## src/rtl/fetch_controller.sv

```systemverilog
// rtl/fetch_controller.sv - instruction fetch sequencer with req/gnt memory port, word buffer and redirect
//
// Owns the fetch PC, keeps at most one memory request in flight, buffers
// returned words in a small FIFO and hands {pc, instruction} to decode.
// Redirects flush the buffer and retire any in-flight word through DISCARD.
//
// Ports:
//   clk, reset_n                  clock, synchronous active-low reset
//   imem_req/addr/gnt             request side of the instruction memory port
//   imem_rvalid/rdata             response side, one response per issued request
//   redirect_valid/pc             branch/jump/trap target, low two bits ignored
//   inst_valid/ready/pc/data      head of the instruction buffer toward decode
module fetch_controller #(
    parameter logic [31:0] RESET_PC   = 32'h0000_0000,
    parameter int          FIFO_DEPTH = 2
) (
    input  logic        clk,
    input  logic        reset_n,
    output logic        imem_req,
    output logic [31:0] imem_addr,
    input  logic        imem_gnt,
    input  logic        imem_rvalid,
    input  logic [31:0] imem_rdata,
    input  logic        redirect_valid,
    input  logic [31:0] redirect_pc,
    output logic        inst_valid,
    input  logic        inst_ready,
    output logic [31:0] inst_pc,
    output logic [31:0] inst_data
);

    localparam int          PW      = $clog2(FIFO_DEPTH);
    localparam int          CW      = $clog2(FIFO_DEPTH + 1);
    localparam logic [CW:0] DEPTH_W = (CW + 1)'(FIFO_DEPTH);

    typedef enum logic {
        ST_RUN     = 1'b0,
        ST_DISCARD = 1'b1
    } state_t;

    state_t        r_state;
    logic [31:0]   r_fetch_pc;
    logic [31:0]   r_out_pc;
    logic          r_outstanding;
    logic [31:0]   r_buf_pc   [FIFO_DEPTH];
    logic [31:0]   r_buf_data [FIFO_DEPTH];
    logic [PW-1:0] r_rd_ptr;
    logic [PW-1:0] r_wr_ptr;
    logic [CW-1:0] r_count;

    logic          w_pop;
    logic          w_push;
    logic          w_req;
    logic          w_issue;
    logic [CW:0]   w_occ;
    logic [31:0]   w_redirect_aligned;

    function automatic logic [PW-1:0] ptr_inc(input logic [PW-1:0] p);
        ptr_inc = (p == PW'(FIFO_DEPTH - 1)) ? '0 : p + PW'(1);
    endfunction

    assign w_redirect_aligned = redirect_pc & ~32'd3;

    assign w_pop  = (r_count != '0) && inst_ready;
    assign w_push = (r_state == ST_RUN) && r_outstanding && imem_rvalid && !redirect_valid;

    // Slots that stay committed after this cycle: buffered words plus the
    // in-flight one (a retiring rvalid just moves it from flight into the
    // buffer), minus the word decode takes now. A new request needs one more.
    assign w_occ = {1'b0, r_count} + (CW + 1)'(r_outstanding) - (CW + 1)'(w_pop);

    // Single outstanding request: a new one may only go out once the previous
    // one is retiring in this same cycle.
    assign w_req   = (r_state == ST_RUN) && !redirect_valid
                  && (!r_outstanding || imem_rvalid) && (w_occ < DEPTH_W);
    assign w_issue = w_req && imem_gnt;

    assign imem_req   = w_req;
    assign imem_addr  = r_fetch_pc;
    assign inst_valid = (r_count != '0);
    assign inst_pc    = r_buf_pc[r_rd_ptr];
    assign inst_data  = r_buf_data[r_rd_ptr];

    always_ff @(posedge clk) begin
        if (!reset_n) begin
            r_state       <= ST_RUN;
            r_fetch_pc    <= RESET_PC;
            r_out_pc      <= '0;
            r_outstanding <= 1'b0;
            r_rd_ptr      <= '0;
            r_wr_ptr      <= '0;
            r_count       <= '0;
            for (int i = 0; i < FIFO_DEPTH; i++) begin
                r_buf_pc[i]   <= '0;
                r_buf_data[i] <= '0;
            end
        end else if (redirect_valid) begin
            r_fetch_pc <= w_redirect_aligned;
            r_rd_ptr   <= '0;
            r_wr_ptr   <= '0;
            r_count    <= '0;
            // No request issues during a redirect, so the only word that can
            // still come back is one already in flight and not returning now.
            if (r_outstanding && !imem_rvalid) begin
                r_state       <= ST_DISCARD;
                r_outstanding <= 1'b1;
            end else begin
                r_state       <= ST_RUN;
                r_outstanding <= 1'b0;
            end
        end else begin
            if (w_issue) begin
                r_outstanding <= 1'b1;
                r_out_pc      <= r_fetch_pc;
                r_fetch_pc    <= r_fetch_pc + 32'd4;
            end else if (imem_rvalid) begin
                r_outstanding <= 1'b0;
            end

            if ((r_state == ST_DISCARD) && imem_rvalid) begin
                r_state <= ST_RUN;
            end

            if (w_push) begin
                r_buf_pc[r_wr_ptr]   <= r_out_pc;
                r_buf_data[r_wr_ptr] <= imem_rdata;
                r_wr_ptr             <= ptr_inc(r_wr_ptr);
            end
            if (w_pop) begin
                r_rd_ptr <= ptr_inc(r_rd_ptr);
            end

            case ({w_push, w_pop})
                2'b10:   r_count <= r_count + CW'(1);
                2'b01:   r_count <= r_count - CW'(1);
                default: r_count <= r_count;
            endcase
        end
    end

    a_no_overflow: assert property (@(posedge clk) disable iff (!reset_n)
        !(w_push && !w_pop && (r_count == CW'(FIFO_DEPTH))));

endmodule

```

## config.mk

```make
export PLATFORM = sky130hd
export DESIGN_NAME = fetch_controller
export DESIGN_NICKNAME = d
export VERILOG_FILES = /design/src/rtl/fetch_controller.sv
export SDC_FILE = /design/constraint.sdc
export NUM_CORES = 1
export LEC_CHECK = 0
export CORE_UTILIZATION = 37
export CTS_CLUSTER_DIAMETER = 120
export DETAILED_ROUTE_END_ITERATION = 10
export DONT_BUFFER_PORTS = 1
export MAX_ROUTING_LAYER = met4
export SLEW_MARGIN = 15
export SYNTH_ARGS = -nofsm -noshare
export SYNTH_HDL_FRONTEND = slang
export SYNTH_SLANG_ARGS = --single-unit
```

## constraint.sdc

```tcl
create_clock -name clk -period 13.9 [get_ports clk]
set_clock_uncertainty 0.1 [all_clocks]
set_input_delay 2.78 -clock clk [delete_from_list [all_inputs] [get_ports clk]]
set_output_delay 2.78 -clock clk [all_outputs]
set_load 0.03 [all_outputs]
```

==> metrics.md, run 1 <==
| Metric | Value |
|---|---|
| Cell Chain, Critical Path | and2_1 > ha_1 > nand2b_1 > fa_1 > xnor2_1 > and4_1 |
| Delay-heaviest family, CP | simple AND/OR/NAND/NOR gates |
| Final max-slew violation count | 0 |
| CP Buf/Inv Count | 0 |
| Final worst path period need | about 7400 ps |
| GRT overflow | 0 |
| Kind of start point of the critical path | input port |
| Max cap viols | 0 |
| Mux cell area share after synthesis | 0.0818 |
| Starting DRT DRC Count | around 320 |
| Tightest Pin Transition | about 940 ps |
| Syn Area/Cell | 11.7 um2 |
| Top FF cell, synth | edfxtp_1 |
| PortBufs | 0 |
| Flop pwr share | 0.550 |
| P_sw | roughly 0.00030 W |
| Final wirelength | 18.8 mm |
| Post-DP HPWL | around 11 mm |
| R2R cell count | 9 |
| Initial core utilization | 0.380 |
| Worst vdd rail ir drop | ~0.07 mV |
| Status | completed |
| Hold Path Class | reg2reg |
| Main combinational cell family by area after synthesis | simple AND/OR/NAND/NOR gates |
| Post-route setup slack | around 6500 ps |
| Synth area leaders | edfxtp_1 43%, dfxtp_1 15%, and2_1 9.8% |
| Synth Area in Adders | 0.00665 |
| XOR/XNOR share of the synthesized area | 0.00910 |
| Post-CTS setup repair buffer count | 0 |
| Post-Syn Instances | 738 |
| Setup-failing EPs final | 0 |
| DP Worst Slack | about 6500 ps |
| Proportion of layout cells with a drive suffix above 1 | 0.170 |
| Vias in the first global route | roughly 5200 |
| Final hold slack | 360 ps |
| CP max FO | 3 |
| CP endpoint kind | output pin |
| Via count | ~5400 |
| DRC Markers | 0 |
| Power Internal | 0.000888 W |
| First-pass GRT wire length | 29.3 mm |
| Ys async rst share | 0 |
| Relative slew slack | 0.376 |
| CTS buffer count | 17 |
| Final period util | 0.530 |
| Worst path arrival time | 4490 ps |
| Critical Path RT | 11020 ps |
| Area of the die | between 0.02 and 0.025 mm2 |
| Yosys reg bits | about 190 |
| Synth Cell Area | approximately 0.0087 mm2 |
| R2R Path End | imem_addr[24] |
| Placed Area | a little under 0.009 mm2 |
| Rows | 55 |
| Compound-Gate Fraction of Synth Area | 0.0754 |
| Setup_tns | 0 ps |
| Pwr dens | between 100 and 150 mW/mm2 |
| Die Height | 155 um |
| Chip width | 155 um |
| Levels on crit path | 6 |
| Post-route ant nets | 0 |
| Reg2reg start | r_count[1] |
| Synth area leader | edfxtp_1 |
| R2r setup slk | ~10000 ps |
| Critical path's largest stage delay | ~440 ps |
| TritonCTS clock tree | done |
| Crit path kind | in2out |
| Worst setup path endpoint | imem_req |
| Clock root buffer | clkbuf_16 |
| H-tree depth | 4 |
| Initial antenna violation count | 0 |
| Crit. Startpoint | inst_ready |
| Final Instance Area | around 0.0094 mm2 |
| Clock Sink Count | ~190 |
| Antenna fix cells | 0 |
| Gpl congestion | between 0.7 and 0.8 |
| Worst path slowest cell | and4_1 |
| Yosys warns | 0 |
| F_max | between 0.1 and 0.15 GHz |
| Clock latency on the worst-skew pair | between 400 and 500 ps |
| Number of fill cells in the layout | approximately 2200 |
| PnR Total Power | 0.00118 W |
| RSZ-0062 raised after global routing | false |
| Sequential area share after synthesis | 0.585 |
| Switching share of total power | 0.251 |
| Layout area overhead | 8.97% |
| IO Pins | ~170 |
| Post-synth EDFFs | 124 |
| Comb pwr share | 0.058 |
| # hold bufs at CTS | 0 |
| Static Leak | between 3 and 4 nW |
| Synth Area in Simple Gates | 0.209 |
| Initial DRT Pass Iterations | 6 |
| Worst Hold Depth | 2 |
| Synth cell types | 54 |
| Clock-pin slew on the worst setup and hold paths | 70 ps |
| Clock power frac | 0.392 |
| CTS resizes | 0 |
| Final Hold Vio Count | 0 |
| Wire length per cell | around 18 um |
| Core ar. | between 0.02 and 0.025 mm2 |
| Final nets | slightly below 800 |
| Largest net degree at the start of global routing | around 70 |
| Vias/cell | ~5.2 |
| Post-synth top area share | 0.430 |
| Maximum clock path buffer count | 2 |
| Gr usage total | 0.164 |
==> stage by stage <==
step,std cells,utilization
6_report,1038,0.414
2_1_floorplan,741,-
3_5_place_dp,1006,0.390
4_1_cts,1038,0.414
5_1_grt,1038,0.414
3_3_place_gp,1006,0.390
==> placed cells by master, fill, tap and decap left out, types with 3 or more instances in the layout <==
master,netlist,routed
and2_1,135,135
edfxtp_1,124,124
nand2_1,80,79
dfxtp_1,67,66
mux2_2,62,62
a21oi_1,61,61
clkbuf_16,0,18
o21ai_0,15,14
nor2_1,13,12
nand3_1,8,8
xnor2_1,8,8
a211oi_1,8,8
nor3_1,9,8
inv_1,7,7
nand4_1,6,6
nor4_2,6,6
nor4_1,6,6
and4_1,5,5
and3_1,5,5
a311oi_1,5,5
buf_4,5,5
nor2b_1,4,4
a22oi_1,4,4
o311ai_0,4,4
a31oi_1,4,4
conb_1,1,4
nand4_4,3,3
or3_1,3,3
nor4_4,3,3
ha_1,3,3
inv_8,0,3
inv_6,0,3
==> final cells by class <==
cell class | instances | area (um2) | area share
inverters | 8 | 30.0 | 0.00318
flip-flops and latches | 191 | 5070 | 0.537
repair buffers | 5 | 37.5 | 0.00398
clock inverters | 12 | 98.8 | 0.0105
clock buffers | 20 | 458 | 0.0485
well taps | 313 | 392 | 0.0415
multi-input cells | 489 | 3350 | 0.355
==> cells in the mapped netlist (5+ instances only) <==
cell / count
nand2_1: 80
nand4_1: 6
and2_1: 135
a311oi_1: 5
clkbuf_1: 33
nor3_1: 9
a21oi_1: 61
nor2_1: 13
inv_1: 7
nor4_1: 6
and4_1: 5
nor4_2: 6
buf_4: 5
dfxtp_1: 67
xnor2_1: 8
edfxtp_1: 124
and3_1: 5
buf_2: 12
a211oi_1: 8
nand3_1: 8
mux2_2: 62
o21ai_0: 15
==> worst min-delay path by stage <==
stage               slack, ps      endpoint          from
finish                    360  r_out_pc[22]  r_out_pc[22]
global route              380  r_out_pc[12]  r_out_pc[12]
CTS                       360  r_out_pc[22]  r_out_pc[22]
detailed placement        350  r_out_pc[10]  r_out_pc[10]
global placement          340      r_wr_ptr      r_wr_ptr
floorplan                 340      r_wr_ptr      r_wr_ptr
==> sequential cells by signal, summed over array words and instances (netlist names), named ones only <==
| name | cells |
|---|---|
| r_count | 2 |
| r_rd_ptr | 1 |
| r_buf_data | 64 |
| r_wr_ptr | 1 |
| r_outstanding | 1 |
| imem_addr | 30 |
| r_buf_pc | 60 |
| r_state | 1 |
| r_out_pc | 30 |
==> layer usage <==
metal / vias up / share of wire / GRT usage
met5: - / 0 / -
met4: 0 / 0.0075 / 0.0471
li1: 2583 / - / -
met3: 8 / 0.075 / 0.0507
met2: 172 / 0.47 / 0.250
met1: 2601 / 0.45 / 0.210
==> tightest hold or removal path, stage by stage, from the launching register on <==
cell	delay [ps]
dfxtp_1	310
nand2_1	50
a21oi_1	50
==> kinds of logic after synthesis <==
family / Yosys count
simple gates: 299
fa+ha+maj: 4
other cells: 1
mux: 63
buf+inv: 61
xor+xnor: 9
compound gates: 110
flops: 191
==> power by group through the flow <==
| stage | registers (W) | clock network (W) | logic [W] |
|---|---|---|---|
| floorplan | 0.000658 | 0 | 0.0000627 |
| CTS | 0.000652 | 0.000477 | 0.0000707 |
| global placement | 0.000664 | 0 | 0.0000701 |
| detailed placement | 0.000665 | 0 | 0.0000702 |
| finish | 0.000652 | 0.000464 | 0.0000692 |
| global route | 0.000655 | 0.000497 | 0.0000751 |
Note: power is estimated with default switching activity, not from simulation.
==> inputs of run 2 (changes only) <==
==> constraint.sdc (replaced) <==
create_clock -name clk -period 6.33 [get_ports clk]
set_clock_uncertainty 0.1 [all_clocks]
set_input_delay 1.266 -clock clk [delete_from_list [all_inputs] [get_ports clk]]
set_output_delay 1.266 -clock clk [all_outputs]
set_load 0.03 [all_outputs]
==> run 2 against run 1 <==
  * Utilization increased by 0.36 points
  * Combinational power increased by 120%
  * Power increased by 130%
  * Via count increased by 0.76%
  * Die area unchanged
  * Global-route usage increased by 0.36 points
  * First-iteration DRC count decreased by 5.6%
  * Hold slack got worse by 0.60 ps
  * Critical path depth unchanged
  * Cell area increased by 0.88%
  * Sequential power increased by 120%
  * Cell count unchanged
==> metrics.md, run 2 (synthesis results as in run 1) <==
| Metric | Value |
|---|---|
| Clock root buffer | clkbuf_16 |
| Final wirelength | 18.9 mm |
| Chip width | approximately 150 um |
| Post-CTS setup repair buffer count | 0 |
| DRC Markers | 0 |
| Starting DRT DRC Count | between 300 and 400 |
| Largest regs | r_buf_data: 64 flops, r_buf_pc: 60 flops |
| GRT overflow | 0 |
| First-pass GRT wire length | about 30 mm |
| Post-route setup slack | 1990 ps |
| Multi-input gate area | 0.00335 mm2 |
| Clock-pin slew on the worst setup and hold paths | ~70 ps |
| DP Worst Slack | ~2000 ps |
| Initial antenna violation count | 0 |
| Register Area | about 0.0051 mm2 |
| Tightest Pin Transition | 953 ps |
| Rows | between 50 and 60 |
| Initial core utilization | 0.380 |
| Final nets | between 700 and 800 |
| Wire length per cell | between 15 and 20 um |
| Gr usage total | 0.168 |
| Die Height | 155 um |
| Core occupancy in the finished layout | 0.418 |
| F_max | between 0.2 and 0.25 GHz |
| Final Hold Vio Count | 0 |
| CP max FO | 3 |
| Commonest non-fill, non-tap cell in the layout | and2_1 |
| Via count | about 5400 |
| Area of the die | between 0.02 and 0.025 mm2 |
| CP Buf/Inv Count | 0 |
| CP endpoint kind | output pin |
| Relative slew slack | 0.365 |
| IO Pins | ~170 |
| Clock latency on the worst-skew pair | between 400 and 500 ps |
| Core ar. | 0.0228 mm2 |
| Layout area overhead | 9.93% |
| Biggest register | r_buf_data |
| Vias in the first global route | between 5000 and 6000 |
| Maximum clock path buffer count | 2 |
| Worst vdd rail ir drop | about 0.17 mV |
| # hold bufs at CTS | 0 |
| Largest net degree at the start of global routing | 69 |
| Final worst path period need | 4340 ps |
| Pwr dens | around 290 mW/mm2 |
| Kind of start point of the critical path | input port |
| Most frequent cells in the layout | 135 x and2_1, 124 x edfxtp_1, 79 x nand2_1, 66 x dfxtp_1, 62 x mux2_2 |
| RSZ-0062 raised after global routing | false |
| Crit path kind | in2out |
| Worst path slowest cell | and4_1 |
| Clock Sink Count | between 150 and 200 |
| Gpl congestion | 0.734 |
| Vias/cell | 5.21 |
| Critical path's largest stage delay | 430 ps |
| Fin cells | slightly above 1000 |
| PortBufs | 0 |
| TritonCTS clock tree | done |
| CTS buffer count | 17 |
| Antenna fix cells | 0 |
| Number of fill cells in the layout | approximately 2100 |
| Initial DRT Pass Iterations | 4 |
| Setup_tns | 0 ps |
| Critical Path RT | 4960 ps |
| Worst path arrival time | between 2000 and 3000 ps |
| Setup-failing EPs final | 0 |
| Status | completed |
| CTS resizes | 0 |
| Cell Chain, Critical Path | and2_1 > ha_1 > nand2b_1 > fa_1 > xnor2_1 > and4_1 |
| PnR Total Power | between 0.002 and 0.003 W |
| H-tree depth | 4 |
| Post-route ant nets | 0 |
| Max cap viols | 0 |
| Final period util | 0.685 |
| Post-DP HPWL | 11.2 mm |
| Placed cells | about 1000 |
| Hold Path Class | reg2reg |
| Delay-heaviest family, CP | simple AND/OR/NAND/NOR gates |
| Max reg flops | 64 |
| Static Leak | ~3.3 nW |
| Final max-slew violation count | 0 |
| Proportion of layout cells with a drive suffix above 1 | 0.170 |
run 2: cell types whose count changed in the layout (fill, tap and decap cells not counted), sizes merged:
cell | before | now
bufinv | 0 | 3
inv | 16 | 11
clkbuf | 20 | 21
clkinv | 3 | 4
run 2: worst reg2reg max path, delay by kind of cell (launching register included):
| family | cells | cell delay (ps) |
|---|---|---|
| DFF | 1 | 350 |
| adders and majority gates | 2 | 650 |
| AOI/OAI and AO/OA | 2 | 330 |
| and+or+nand+nor | 5 | 2080 |
| xor gates and xnor gates | 1 | 300 |
run 2: stage by stage:
step	area, um2	hold WS [ps]
after floorplan	8670	336
after global placement	8880	344
after detailed placement	8880	352
after CTS	9520	363
after global routing	9520	378
final	9520	360
run 2: where the power goes:
| part | internal [W] | total, W | switching, W |
|---|---|---|---|
| Sequential | 0.00137 | 0.00143 | 0.0000602 |
| Combinational | 0.0000401 | 0.000153 | 0.000113 |
| Clock | 0.000683 | 0.00115 | 0.000469 |
| Total | 0.00209 | 0.00274 | 0.000642 |
run 2: area by class of cell:
type	instances	area share
repair buffers	5	0.00394
multi-input cells	489	0.352
clock inverters	11	0.0154
clock buffers	21	0.0518
flip-flops and latches	191	0.532
inverters	8	0.00315
well taps	313	0.0411
run 2: worst paths after layout:
kind                      from             to  slack, ps  cells after the start
setup / recovery    inst_ready       imem_req       1990                      6
hold / removal    r_out_pc[16]   r_out_pc[16]        360                      2
setup reg to reg    r_count[0]  imem_addr[27]       2430                     10
hold reg to reg   r_out_pc[16]   r_out_pc[16]        360                      2
run 2: per-layer routing:
metal	vias to the layer above	wire length, um	global-route usage
met4	0	174	0.0448
li1	2581	-	-
met3	14	1480	0.0554
met2	160	8550	0.253
met5	-	0	-
met1	2650	8730	0.216
